==> src/rtl/neuron_accumulator_pkg.sv <==
// rtl/neuron_accumulator_pkg.sv - shared types, defaults and saturation bounds
// Purpose: FSM state encoding, default data/accumulator widths and the
//          signed saturation bounds used by the neuron accumulator.
// Ports:   none (package).
package neuron_accumulator_pkg;

  localparam int DW_DEFAULT = 8;
  localparam int AW_DEFAULT = 20;

  typedef enum logic [1:0] {
    IDLE = 2'd0,
    ACC  = 2'd1,
    DONE = 2'd2
  } state_t;

  // Largest value representable in an aw-bit two's-complement word.
  function automatic longint sat_max(input int aw);
    return (64'sd1 <<< (aw - 1)) - 64'sd1;
  endfunction

  // Smallest value representable in an aw-bit two's-complement word.
  function automatic longint sat_min(input int aw);
    return -(64'sd1 <<< (aw - 1));
  endfunction

endpackage

==> src/rtl/neuron_accumulator_sat_add.sv <==
// rtl/neuron_accumulator_sat_add.sv - AW-bit signed adder with clamp
// Purpose: adds two AW-bit signed values and clamps the result to the
//          representable range, flagging when a clamp happened.
// Ports:   a, b  - signed addends
//          sum   - clamped signed sum
//          ovf   - 1 when the true sum was out of range
module sat_add
  import neuron_accumulator_pkg::*;
#(
  parameter int AW = AW_DEFAULT
) (
  input  logic signed [AW-1:0] a,
  input  logic signed [AW-1:0] b,
  output logic signed [AW-1:0] sum,
  output logic                 ovf
);

  localparam logic signed [AW-1:0] HI = AW'(sat_max(AW));
  localparam logic signed [AW-1:0] LO = AW'(sat_min(AW));

  logic [AW:0] wide;

  always_comb begin
    wide = {a[AW-1], a} + {b[AW-1], b};
    sum  = wide[AW-1:0];
    ovf  = 1'b0;
    // The two top bits of the one-bit-wider sum disagree only when the
    // true result does not fit; the extra top bit gives the true sign.
    if (wide[AW] != wide[AW-1]) begin
      ovf = 1'b1;
      sum = wide[AW] ? LO : HI;
    end
  end

endmodule

==> src/rtl/neuron_accumulator.sv <==
// rtl/neuron_accumulator.sv - pipelined multiply-accumulate neuron with ReLU
// Purpose: multiplies x_in*w_in each enabled cycle, accumulates N_TERMS
//          products per frame with saturation and reports the frame sum.
// Ports:   clk       - clock, rising edge
//          rst       - asynchronous reset, active low
//          sel       - 0 = load (start frame), 1 = accumulate
//          en        - x_in/w_in carry a valid term
//          x_in,w_in - signed activation and weight
//          acc_out   - signed running / final sum
//          relu_out  - max(acc_out, 0)
//          out_valid - one-cycle pulse when a frame sum is complete
//          busy      - frame in progress
//          ovf       - sticky saturation flag for the current frame
module neuron_accumulator
  import neuron_accumulator_pkg::*;
#(
  parameter int DW      = DW_DEFAULT,
  parameter int AW      = AW_DEFAULT,
  parameter int N_TERMS = 16
) (
  input  logic                 clk,
  input  logic                 rst,
  input  logic                 sel,
  input  logic                 en,
  input  logic signed [DW-1:0] x_in,
  input  logic signed [DW-1:0] w_in,
  output logic signed [AW-1:0] acc_out,
  output logic signed [AW-1:0] relu_out,
  output logic                 out_valid,
  output logic                 busy,
  output logic                 ovf
);

  localparam int PW = 2 * DW;
  localparam int CW = $clog2(N_TERMS + 1);
  localparam logic [CW-1:0] LAST = CW'(N_TERMS);

  logic signed [PW-1:0] prod;
  logic                 prod_v;
  logic                 prod_sel;

  state_t               state, state_d;
  logic [CW-1:0]        count, count_d;
  logic signed [AW-1:0] acc_d, relu_d, prod_ext, sum;
  logic                 ovf_d, sum_ovf;

  // Stage 1: register the product together with its control bits.
  always_ff @(posedge clk or negedge rst) begin
    if (!rst) begin
      prod     <= '0;
      prod_v   <= 1'b0;
      prod_sel <= 1'b0;
    end else begin
      prod     <= PW'(x_in) * PW'(w_in);
      prod_v   <= en;
      prod_sel <= sel;
    end
  end

  assign prod_ext = AW'(prod);

  sat_add #(.AW(AW)) u_sat_add (
    .a   (acc_out),
    .b   (prod_ext),
    .sum (sum),
    .ovf (sum_ovf)
  );

  // Stage 2: accumulate / load and frame sequencing.
  always_comb begin
    state_d = state;
    acc_d   = acc_out;
    count_d = count;
    ovf_d   = ovf;
    if (state == DONE) state_d = IDLE;
    if (prod_v) begin
      if (state == ACC && prod_sel) begin
        acc_d   = sum;
        count_d = count + 1'b1;
        ovf_d   = ovf | sum_ovf;
      end else begin
        // Any term outside ACC, or a sel=0 term inside it, opens a new frame.
        acc_d   = prod_ext;
        count_d = CW'(1);
        ovf_d   = 1'b0;
      end
      state_d = (count_d == LAST) ? DONE : ACC;
    end
    relu_d = acc_d[AW-1] ? '0 : acc_d;
  end

  always_ff @(posedge clk or negedge rst) begin
    if (!rst) begin
      state    <= IDLE;
      acc_out  <= '0;
      relu_out <= '0;
      count    <= '0;
      ovf      <= 1'b0;
    end else begin
      state    <= state_d;
      acc_out  <= acc_d;
      relu_out <= relu_d;
      count    <= count_d;
      ovf      <= ovf_d;
    end
  end

  assign out_valid = (state == DONE);
  assign busy      = (state == ACC);

endmodule
==> config.mk <==
export PLATFORM = sky130hd
export DESIGN_NAME = neuron_accumulator
export DESIGN_NICKNAME = d
export VERILOG_FILES = /design/src/rtl/neuron_accumulator_pkg.sv /design/src/rtl/neuron_accumulator_sat_add.sv /design/src/rtl/neuron_accumulator.sv
export SDC_FILE = /design/constraint.sdc
export NUM_CORES = 1
export LEC_CHECK = 0
export ABC_AREA = 1
export BUFFER_PORTS_ARGS = -buffer_cell sky130_fd_sc_hd__buf_2
export CAP_MARGIN = 10
export CORE_ASPECT_RATIO = 1.4
export CORE_UTILIZATION = 55
export CTS_CLUSTER_DIAMETER = 80
export DETAILED_ROUTE_END_ITERATION = 8
export GPL_TIMING_DRIVEN = 1
export PLACE_DENSITY = 0.75
export SYNTH_ARGS = -nofsm -noshare
export SYNTH_HDL_FRONTEND = slang
export SYNTH_SLANG_ARGS = --single-unit
==> constraint.sdc <==
create_clock -name clk -period 6.25 [get_ports clk]
set_clock_uncertainty 0.1 [all_clocks]
set_input_delay 0 -clock clk [delete_from_list [all_inputs] [get_ports clk]]
set_output_delay 0 -clock clk [all_outputs]
set_load 0.02 [all_outputs]
## After elaboration in Yosys (flattened, before gate mapping)

Index checks and enable logic that the tools add are counted.

- Output and inout bits: 43
- Bits in registers: 65
- Input bits: 20
- Logic and storage cells: 30

- Add/sub/neg operators: 2
- $mul: 1
- Multiplexer cells: 12
- Equal/unequal tests: 4
- Bitwise gates (word level): 1
- Reductions and logical operators: 2

Operator list:

| operator | number |
|---|---|
| $mux 20 | 4 |
| $add 20x16->21 | 1 |
| $mux 19 | 1 |
| $mul 8x8->16 | 1 |
| $mux 5 | 2 |
| $mux 2 | 3 |
| $add 5x1->5 const B | 1 |
| $eq 5x5->1 const B | 1 |
| $eq 2x1->1 const B | 1 |
| $eq 2x2->1 const B | 1 |
| $mux 1 | 2 |
| $reduce_bool 2->1 | 1 |
| $logic_and 1x1->1 | 1 |
| $ne 1x1->1 | 1 |
| $or 1x1->1 | 1 |

## Depth between registers and ports, before layout

Gate-level depths: netlist of run 1.

- Word-level depth: 7
- Mapped depth: 19
- Mapped depth without buffers: 18

## Modules after synthesis

From an unflattened synthesis of run 1, not the netlist that was laid out.

- Cells, all modules: 907
- Area total of the unflattened synthesis: 6716.4 µm²

By module, submodules not included:

| module | area an instance (µm²) | cells an instance | times used | sequential area each (µm²) |
|---|---|---|---|---|
| neuron_accumulator | 5185.0 | 622 | 1 | 1626.6 |
| sat_add | 1531.5 | 285 | 1 | 0.0 |

## Least setup slack after synthesis of run 1

Ideal clock, no wire load.

- Path type: input -> register
- From: input x_in[0]
- To: register prod[12]
- Setup time: 0.125 ns
- Data required time: 6.025 ns
- Stages: 17
- Path buffers: 1
- Setup slack: 2.005 ns
- Arrival: 4.020 ns
- Cell sequence: clkbuf_1 -> or2_2 -> fa_1 -> fa_1 -> inv_1 -> fa_1 -> inv_1 -> fa_1 -> inv_1 -> ha_1 -> a21oi_1 -> nor2_1 -> nor4_1 -> nor2_1 -> o21ai_0 -> nand2_1 -> xor2_1

- Longest elaborated chain between the ends: 1

RTL lines:

| element | RTL line | text |
|---|---|---|
| from (decl) | neuron_accumulator.sv:25 | `input logic signed [DW-1:0] x_in,` |
| $mul 8x8->16 | neuron_accumulator.sv:54 | `prod <= PW'(x_in) * PW'(w_in);` |
| to (signal assigned) | neuron_accumulator.sv:54 |  |
| to (decl) | neuron_accumulator.sv:38 | `logic signed [PW-1:0] prod;` |

Every way passes these cells.
A chain may end at the register's enable or synchronous reset.

## Worst setup path in the final report of run 1

Ends and elaborated chain as after synthesis.

==> results.ini, run 1 <==
[clocking]
numClockSinks = 65
worst_skew_pair.late_latency_ns = 0.33
cts_inserted_buffers = 9
clock-root-buffer = clkbuf_16
cts_setup_buffers = 0
clk_path_buf_depth = 2
cts_tree = built
cts-htree-levels = 3
cts-resized-gates = 0
worst_setup_hold_path_clk_slew_ns = 0.05

[timing]
slew_violations = 0
timing.fmax_mhz = 211
fin_tns_setup_ns = 0
postLayoutSetupSlackWorst_ns = 1.51
final_period_minus_worst_setup_slack_ns = 4.74
final-setup-viol-count = 0
fin_worst_hold_slack_ns = 0.0237
rsz_0062_raised_after_global_routing = false
tightest_slew_ns = 0.800
timing.slew.headroom = 0.466
period_share = 0.758
finalHoldViolCount = 0

[floorplan]
initial_core_utilization = 0.573
floorplan.core_area_sq_mm = 0.0110
std_cell_rows = 45
die_x_um = 92.4
floorplan.die_area_sq_mm = 0.0119
die_h_um = 129
pin_count = 63

[global_route]
initial_antenna_violation_count = 0
grt_pass1_wl_um = 23800
grt_util_all_layers = 0.256
pin_count_of_the_biggest_net_entering_global_routing = 66
grt_overflow = 0
first_global_vias = 5409

[logic_synthesis]
postSynthRegisterBits = 65
synth.top_cell.area_share = 0.258
yosys-mux-area-fraction = 0
synth_fp_nets = 930
adder_cell_fraction_of_synth_area = 0.278
synth.distinct_cells = 43
synth_compound_area_frac = 0.0857
mappedNetlistArea_sq_mm = 0.00629
dominantRegCellSynth = dfrtp_1
async_reset_ff_frac = 1.00
synth-xor-area-share = 0.0487
synthMostInstantiatedCell = nand2_1
synth-seq-area-share = 0.258
synth_area_leader_cell = dfrtp_1
yosys_warnings = 0
dominant_combinational_cell_family_by_area_after_synthesis = adder cells
yosys-top-cells-count = 230 x nand2_1, 168 x inv_1, 65 x dfrtp_1
post_synth_and_or_nand_nor_area_fraction = 0.208
post_synth.cell_area_avg_sq_um = 7.83
synth_top_cells_by_area = dfrtp_1 26%, fa_1 18%, nand2_1 14%
synth_cells = 804
synth_enable_flop_cells = 0

[finish]
area_growth_pct = 11.9
postLayoutCoreUtil = 0.642
fin_cells = 1003
finish.net_count = 983
final_layout_size_suffix_gt1_frac = 0.124
diodes_inserted = 0
finalInstanceArea_sq_mm = 0.00705

[routing]
post_drt_via_cell_ratio = 5.08
vias = 5098
remaining_drc_errors = 0
m1WireLength_um = 5080
routed.top_layer = met4
postRouteWirelength_um = 13700
number_of_design_rule_violations_left_by_the_first_detailed_router_iteration = 217
average_detailed_routed_wire_length_per_instance_um = 13.6
router_iterations_before_antenna_repair = 6
route.met3.wl_um = 366
met2RoutedLength_um = 7810
postRouteAntennaNets = 0

[critical_path]
worst_ep_required_time_ns = 6.37
data_arrival_critical_path_ns = 4.85
worst-setup-path-type = in2reg
timing.rr.start = prod[15]$_DFF_PN0_
rrSetupSlack_ns = 3.53
setup.worst_path.start_class = primary input
crit_path_max_fanout = 8
end_kind = flop
rr_worst_depth = 13
timing.rr.end = relu_out[13]$_DFF_PN0_

[place]
dp_cells = 982
dpl_cell_area_sq_mm = 0.00667
minimum_setup_slack_after_placement_ns = 1.69
routabilityCongestion = 0.865
detailed_place_hpwl_um = 11100
portBuffers = 61

[power_and_ir_drop]
irDropWorstVdd_uv = 203
power_density_mw_per_mm2 = 568
cellLeakagePower_nw = 4.07
total_power_mw = 4.00

[flow_run]
drv.max_cap_violation_count = 0

[worst_hold_path]
min-delay-path-class = in2reg
endpoint_worst_hold = prod[1]$_DFF_PN0_
hold-path-cell-count = 4
worstHoldStart = w_in[1]

[run_status]
outcome = finished clean

## state kept, by name, summed over array words and instances (netlist names)
name      flops
acc_out      20
count         5
ovf           1
prod         16
prod_sel      1
prod_v        1
relu_out     19
state         2
## worst max-delay path by stage
stage,start,cells after the start,end,slack (ns)
finish,x_in[0],18,prod[12]$_DFF_PN0_,1.51
global route,x_in[0],18,prod[12]$_DFF_PN0_,1.23
global placement,w_in[7],18,prod[12]$_DFF_PN0_,1.82
detailed placement,w_in[7],18,prod[12]$_DFF_PN0_,1.69
CTS,x_in[0],18,prod[12]$_DFF_PN0_,1.54
floorplan,x_in[0],17,prod[12]$_DFF_PN0_,2.01
## report_power, final
part	switching, mW	internal [mW]
combinational	1.73	1.00
clock	0.190	0.353
sequential	0.115	0.609
total	2.04	1.96
## cell families (layout without fill, tap and decap cells)
kind of cell | Yosys count | count (layout)
XOR/XNOR | 35 | 35
AND/OR/NAND/NOR | 313 | 313
buffers and inverters | 196 | 254
AO/OA/AOI/OAI | 88 | 88
adder cells (fa/ha/maj) | 106 | 106
other | 1 | 1
flip-flops | 65 | 65
## layout by cell type (no fill, tap or decap), types with 2 or more instances in the layout
cell / netlist / final
xor2_1: 22 / 22
nand2_2: 8 / 8
o21ai_0: 8 / 8
nor2_1: 26 / 26
nand3b_1: 2 / 2
a21oi_2: 3 / 3
o21bai_1: 3 / 3
buf_4: 2 / 2
o31ai_1: 3 / 3
nor3_1: 4 / 4
dlygate4sd3_1: 0 / 5
fa_1: 56 / 56
o2111ai_1: 2 / 2
dfrtp_1: 65 / 65
bufinv_16: 0 / 2
or2_2: 5 / 5
xnor2_1: 13 / 13
o21a_1: 13 / 13
ha_1: 50 / 50
clkinv_4: 0 / 2
buf_2: 2 / 61
nor4_1: 2 / 2
inv_1: 168 / 168
nand4_1: 5 / 5
nor2_2: 6 / 6
nand2_1: 230 / 230
inv_2: 2 / 2
clkbuf_16: 0 / 9
nand3_1: 20 / 20
inv_6: 0 / 2
a21oi_1: 47 / 47
## per-layer routing
metal | global-route usage | up-vias
met1 | 0.250 | 2428
met3 | 0.0319 | 29
met5 | 0 | -
li1 | - | 2540
met2 | 0.521 | 101
met4 | 0.119 | 0
## layout make-up
cell class / count / area [sq um]
Multi-Input combinational cell: 543 / 3910
Inverter: 170 / 638
Sequential cell: 65 / 1630
Fill cell: 958 / 3930
Clock inverter: 7 / 103
Tap cell: 141 / 176
Clock buffer: 9 / 225
Timing Repair Buffer: 68 / 370
## timing repair
action	4_1_cts	5_1_grt
endpoints found under the setup margin	0	0
endpoints found under the hold margin	68	0
hold buffers	5	0
## critical path, stage by stage
cell and delay, ns:
dlygate4sd3_1 0.53, buf_2 0.18, or2_2 0.32, fa_1 0.51, fa_1 0.54, inv_1 0.06, fa_1 0.53, inv_1 0.06
fa_1 0.53, inv_1 0.04, ha_1 0.35, a21oi_1 0.20, nor2_1 0.09, nor4_1 0.45, nor2_1 0.08, o21ai_0 0.17
nand2_1 0.08, xor2_1 0.14
(Power assumes the default switching activity.)
==> run 2: changes to the inputs <==
==> constraint.sdc (replaced) <==
create_clock -name clk -period 4.5 [get_ports clk]
set_clock_uncertainty 0.1 [all_clocks]
set_input_delay 0 -clock clk [delete_from_list [all_inputs] [get_ports clk]]
set_output_delay 0 -clock clk [all_outputs]
set_load 0.02 [all_outputs]
==> run 2 against run 1 <==
Net effect:
- worst setup slack got worse by 1.3 ns
- critical path depth up 2
- combinational power is 41% higher
- sequential share of layout area is essentially flat
- hold slack worse by 0.016 ns
- sequential cell count stayed put
- register-to-register slack lost 1.7 ns
- clock power rose by 28%
- critical path type unchanged
- critical endpoint unchanged
==> results.ini, run 2 (same netlist as run 1, synthesis figures left out) <==
[run_status]
outcome = finished clean

[routing]
postRouteAntennaNets = 0  ; unchanged
router_iterations_before_antenna_repair = 4  ; -2
remaining_drc_errors = 0  ; unchanged
average_detailed_routed_wire_length_per_instance_um = 13.7  ; +0.88%
post_drt_via_cell_ratio = 5.14  ; +1.1%
number_of_design_rule_violations_left_by_the_first_detailed_router_iteration = 238  ; +9.7%
postRouteWirelength_um = 13800  ; +1.2%
vias = 5169  ; +1.4%

[global_route]
grt_overflow = 0  ; unchanged
grt_util_all_layers = 0.256  ; about the same
first_global_vias = 5409  ; unchanged
pin_count_of_the_biggest_net_entering_global_routing = 66  ; unchanged
initial_antenna_violation_count = 0  ; unchanged
grt_pass1_wl_um = 23800  ; about the same

[place]
detailed_place_hpwl_um = 11300  ; +1.0%
minimum_setup_slack_after_placement_ns = 0.0897  ; -1.60 ns
routabilityCongestion = 0.883  ; +2.1%
dpl_cell_area_sq_mm = 0.00670  ; +0.45%
dp_cells = 986  ; +0.41%
portBuffers = 61  ; unchanged

[clocking]
cts-htree-levels = 3  ; unchanged
worst_skew_pair.late_latency_ns = 0.34  ; about the same
numClockSinks = 65  ; unchanged
cts_setup_buffers = 0  ; unchanged
cts_tree = built
cts_inserted_buffers = 9  ; unchanged
worst_setup_hold_path_clk_slew_ns = 0.05  ; about the same
clock-root-buffer = clkbuf_16
clk_path_buf_depth = 2  ; unchanged

[floorplan]
die_h_um = 129  ; unchanged
initial_core_utilization = 0.573  ; unchanged
floorplan.core_area_sq_mm = 0.0110  ; unchanged
std_cell_rows = 45  ; unchanged
pin_count = 63  ; unchanged
floorplan.die_area_sq_mm = 0.0119  ; unchanged
die_x_um = 92.4  ; unchanged

[critical_path]
end_kind = flop
worst-setup-path-type = in2reg
worst_ep_required_time_ns = 4.61  ; -1.76 ns
data_arrival_critical_path_ns = 4.37  ; -0.48 ns
setup.worst_path.start_class = primary input
crit_path_max_fanout = 8  ; unchanged

[timing]
period_share = 0.946
finalHoldViolCount = 0  ; unchanged
rsz_0062_raised_after_global_routing = false
final-setup-viol-count = 0  ; unchanged
timing.fmax_mhz = 235
tightest_slew_ns = 0.821  ; +0.0204 ns
fin_worst_hold_slack_ns = 0.00742  ; -0.0163 ns
slew_violations = 0  ; unchanged
final_period_minus_worst_setup_slack_ns = 4.26
fin_tns_setup_ns = 0  ; unchanged
timing.slew.headroom = 0.453  ; -0.0136
postLayoutSetupSlackWorst_ns = 0.244  ; -1.27 ns

[power_and_ir_drop]
irDropWorstVdd_uv = 291  ; +44%
total_power_mw = 5.55  ; +39%
cellLeakagePower_nw = 4.08  ; +0.25%
power_density_mw_per_mm2 = 787  ; +39%

[worst_hold_path]
min-delay-path-class = in2reg

[finish]
top_register = acc_out
most_frequent_cells_in_the_layout = 230 x nand2_1, 168 x inv_1, 65 x dfrtp_1
finish.net_count = 987  ; +0.41%
finalInstanceArea_sq_mm = 0.00705  ; +0.11%
postLayoutCoreUtil = 0.642  ; +0.000684
final_layout_size_suffix_gt1_frac = 0.128  ; +0.00419
largest_register_ff_count = 20  ; unchanged
mostFrequentLayoutCell = nand2_1
diodes_inserted = 0  ; unchanged
area_growth_pct = 12.1
fin_cells = 1006  ; +0.30%
layout_top_registers = acc_out x20, relu_out x19, prod x16
fillerInstances = 973  ; +1.6%

[flow_run]
drv.max_cap_violation_count = 0  ; unchanged

[run 2: cell types whose count changed in the layout (fill, tap and decap cells not counted), moves of 2 or more]
cell	before	now
clkinv_4	2	0
buf_4	2	6
inv_6	2	0
clkinv_2	0	2
clkbuf_8	0	2
[run 2: path summary, 6_finish.rpt]
kind | depth (start not counted) | slack (ns) | endpoint | start
worst max-delay path | 20 | 0.24 | prod[12]$_DFF_PN0_ | w_in[0]
worst min-delay path | 4 | 0.007 | prod[1]$_DFF_PN0_ | w_in[1]
worst max register to register | 6 | 1.80 | relu_out[5]$_DFF_PN0_ | prod_v$_DFF_PN0_
worst min register to register | 2 | 0.40 | ovf$_DFFE_PN0P_ | ovf$_DFFE_PN0P_
max in group asynchronous | 3 | 3.51 | prod[12]$_DFF_PN0_ | rst
min in group asynchronous | 3 | 0.27 | relu_out[2]$_DFF_PN0_ | rst
[run 2: worst max-delay path, cell delays in order]
cell	delay [ns]
dlygate4sd3_1	0.53
buf_2	0.17
nand2_1	0.07
inv_1	0.06
fa_1	0.50
inv_1	0.06
fa_1	0.49
inv_1	0.05
fa_1	0.48
inv_1	0.06
fa_1	0.53
inv_1	0.04
ha_1	0.29
a21oi_1	0.20
nor2_1	0.09
nor4_2	0.30
nor2_1	0.06
o21ai_0	0.15
nand2_1	0.08
xor2_1	0.14
[run 2: area by class of cell]
cell class	instances	area [sq um]	area share
Multi-Input combinational cell	543	3920	0.555
Sequential cell	65	1630	0.231
Inverter	170	638	0.0905
Timing Repair Buffer	72	400	0.0568
Clock buffer	12	256	0.0364
Tap cell	141	176	0.0250
Clock inverter	3	40.0	0.00568
[run 2: metal layers]
metal,vias to the layer above,share of wire,track usage
li1,2551,-,-
met1,2489,0.37,0.257
met2,103,0.57,0.516
met3,26,0.026,0.0331
met4,0,0.027,0.108
met5,-,0,0
[run 2: timing repair]
item,CTS,global route
gates resized for setup,0,2
hold buffers,5,0
endpoints found under the hold margin,68,0
endpoints found under the setup margin,0,2
[run 2: where the power goes]
group          switching [mW]  total (mW)  internal, mW
Clock                   0.240       0.693         0.453
Combinational            2.43        3.85          1.42
Sequential              0.162        1.01         0.846
==> run 3: changes to the inputs <==
--- a/config.mk
+++ b/config.mk
@@ -5,7 +5,6 @@
 export SDC_FILE = /design/constraint.sdc
 export NUM_CORES = 1
 export LEC_CHECK = 0
-export ABC_AREA = 1
 export BUFFER_PORTS_ARGS = -buffer_cell sky130_fd_sc_hd__buf_2
 export CAP_MARGIN = 10
 export CORE_ASPECT_RATIO = 1.4
==> run 3 against run 2 <==
Net effect:
- register-to-register slack worse by 1.1 ns
- sequential share of layout area is 0.46 points higher
- global-route usage down 0.38 points
- die area is 3.0% lower
- core utilization down 0.28 points
==> results.ini, run 3 <==
[flow_run]
drv.max_cap_violation_count = 0  ; unchanged

[logic_synthesis]
synth_enable_flop_cells = 0  ; unchanged
post_synth.cell_area_avg_sq_um = 9.23  ; +18%
synth_area_leader_cell = dfrtp_1
synth_top_cells_by_area = dfrtp_1 27%, fa_1 18%, ha_1 10%
mappedNetlistArea_sq_mm = 0.00610  ; -3.0%
yosys-top-cells-count = 87 x inv_1, 65 x dfrtp_1, 56 x fa_1
async_reset_ff_frac = 1.00  ; unchanged
postSynthRegisterBits = 65  ; unchanged
synthMostInstantiatedCell = inv_1
synth_fp_nets = 787  ; -15%
synth-seq-area-share = 0.267  ; +0.00805
dominantRegCellSynth = dfrtp_1
synth.top_cell.area_share = 0.267  ; +0.00805
yosys_warnings = 0  ; unchanged
synth_cells = 661  ; -18%
synth.distinct_cells = 60  ; +40%

[critical_path]
setup.worst_path.start_class = primary input
crit_path_max_fanout = 8  ; unchanged
end_kind = flop
worst_ep_required_time_ns = 4.62  ; about the same
worst-setup-path-type = in2reg
data_arrival_critical_path_ns = 4.04  ; -0.33 ns

[routing]
vias = 4906  ; -5.1%
number_of_design_rule_violations_left_by_the_first_detailed_router_iteration = 224  ; -5.9%
postRouteAntennaNets = 0  ; unchanged
average_detailed_routed_wire_length_per_instance_um = 15.4  ; +12%
remaining_drc_errors = 0  ; unchanged
post_drt_via_cell_ratio = 5.61  ; +9.2%
postRouteWirelength_um = 13400  ; -2.8%
router_iterations_before_antenna_repair = 4  ; unchanged

[finish]
fin_cells = 874  ; -13%
area_growth_pct = 13.3
mostFrequentLayoutCell = inv_1
finish.net_count = 854  ; -13%
top_register = acc_out
largest_register_ff_count = 20  ; unchanged
most_frequent_cells_in_the_layout = 87 x inv_1, 65 x dfrtp_1, 61 x buf_2
final_layout_size_suffix_gt1_frac = 0.132  ; +0.00401
diodes_inserted = 0  ; unchanged
layout_top_registers = acc_out x20, relu_out x19, prod x16

[timing]
fin_tns_setup_ns = 0  ; unchanged
tightest_slew_ns = 0.778  ; -0.0430 ns
timing.fmax_mhz = 255  ; +8.4%
finalHoldViolCount = 0  ; unchanged
slew_violations = 0  ; unchanged
period_share = 0.873  ; -0.0733
final_period_minus_worst_setup_slack_ns = 3.93  ; -0.330 ns
fin_worst_hold_slack_ns = 0.0219  ; +0.0145 ns
final-setup-viol-count = 0  ; unchanged
rsz_0062_raised_after_global_routing = false
timing.slew.headroom = 0.481  ; +0.0287

[global_route]
initial_antenna_violation_count = 0  ; unchanged
first_global_vias = 5090  ; -5.9%
grt_util_all_layers = 0.252  ; -0.00385
pin_count_of_the_biggest_net_entering_global_routing = 66  ; unchanged
grt_overflow = 0  ; unchanged
grt_pass1_wl_um = 23000  ; -3.3%

[clocking]
worst_skew_pair.late_latency_ns = 0.33  ; about the same
worst_setup_hold_path_clk_slew_ns = 0.05  ; about the same
cts_inserted_buffers = 9  ; unchanged
cts_tree = built
clock-root-buffer = clkbuf_16
numClockSinks = 65  ; unchanged
cts-resized-gates = 0  ; unchanged
clk_path_buf_depth = 2  ; unchanged
cts-htree-levels = 3  ; unchanged

[power_and_ir_drop]
cellLeakagePower_nw = 3.26  ; -20%
power_density_mw_per_mm2 = 801  ; +1.8%
irDropWorstVdd_uv = 305  ; +4.6%

[floorplan]
pin_count = 63  ; unchanged
initial_core_utilization = 0.565  ; -0.00864
std_cell_rows = 45  ; unchanged
floorplan.die_area_sq_mm = 0.0115  ; -3.0%
die_h_um = 127  ; -1.5%
die_x_um = 91.0  ; -1.5%
floorplan.core_area_sq_mm = 0.0108  ; -1.5%

[place]
detailed_place_hpwl_um = 10800  ; -4.3%
routabilityCongestion = 0.884  ; about the same
portBuffers = 61  ; unchanged
dp_cells = 853  ; -13%

[worst_hold_path]
min-delay-path-class = in2reg

[run_status]
outcome = finished clean

## run 3: cell count changes after synthesis, sizes merged, moves of 10 or more
cell	before	now
a211oi	0	20
and2	2	48
clkbuf	20	9
inv	170	87
nand2	238	47
nor3	4	14
o21ai	8	28
xor2	22	5
## run 3: logic make-up (layout without fill, tap and decap cells)
logic type | after synthesis | in the layout | synth area share
AOI/OAI and AO/OA | 140 | 140 | 0.153
xor gates and xnor gates | 27 | 27 | 0.0387
adders and majority gates | 106 | 106 | 0.286
buffers and inverters | 104 | 176 | 0.0666
DFF | 65 | 65 | 0.267
muxes | 1 | 1 | 0.00184
other | 1 | 1 | 0.000614
and+or+nand+nor | 217 | 217 | 0.187
## run 3: worst max-delay path, cell delays in order
cell	delay, ns
buf_2	0.13
and2_1	0.18
fa_1	0.53
inv_1	0.05
fa_1	0.48
inv_1	0.05
fa_1	0.53
inv_1	0.05
fa_1	0.52
inv_1	0.04
ha_1	0.31
o21ai_0	0.12
a21boi_0	0.15
o21ai_0	0.28
a21oi_1	0.13
o31ai_1	0.27
nand3_1	0.11
o311ai_0	0.10
## run 3: layout make-up
type	instances	area (sq um)
inverter	87	327
sequential	65	1630
fill	935	3900
tap	141	176
clock inverter	6	67.6
timing repair buffer	73	408
multi-input combinational	492	4070
clock buffer	10	239
## run 3: path summary, 6_finish.rpt
| check | startpoint | to | slack [ns] | depth (start not counted) |
|---|---|---|---|---|
| setup reg to reg | acc_out[0]$_DFF_PN0_ | relu_out[6]$_DFF_PN0_ | 0.70 | 12 |
| setup / recovery | x_in[3] | prod[14]$_DFF_PN0_ | 0.57 | 18 |
| min in group asynchronous | rst | count[3]$_DFFE_PN0P_ | 0.27 | 3 |
| hold / removal | w_in[0] | prod[1]$_DFF_PN0_ | 0.02 | 3 |
| max in group asynchronous | rst | prod[14]$_DFF_PN0_ | 3.53 | 3 |
| hold reg to reg | ovf$_DFFE_PN0P_ | ovf$_DFFE_PN0P_ | 0.42 | 1 |
## run 3: timing repair
action,in CTS,in global routing
endpoints found under the hold margin,68,0
buffers inserted,0,0
hold buffers,5,0
## run 3: per-stage QoR
step            util  worst slack [ns]  power (mW)  instance area [sq um]
6_report       0.640             0.574        5.54                   6910
3_5_place_dp   0.607             0.195        4.82                   6560
5_1_grt        0.640             0.190        6.07                   6910
2_1_floorplan      -             0.684        3.96                   6100
4_1_cts        0.640             0.528        5.56                   6910
3_3_place_gp   0.607             0.293        4.70                   6560
## run 3: report_power, final
group          internal, mW  switching, mW  leakage [nW]
combinational          1.56           2.27          2.34
clock                 0.444          0.251         0.145
sequential            0.853          0.164         0.775
total                  2.86           2.68          3.26
## run 3: routing by layer
| metal | global-route usage | share of wire |
|---|---|---|
| met1 | 0.270 | 0.38 |
| met2 | 0.484 | 0.56 |
| met3 | 0.0354 | 0.037 |
| met4 | 0.117 | 0.026 |
| met5 | 0 | 0 |
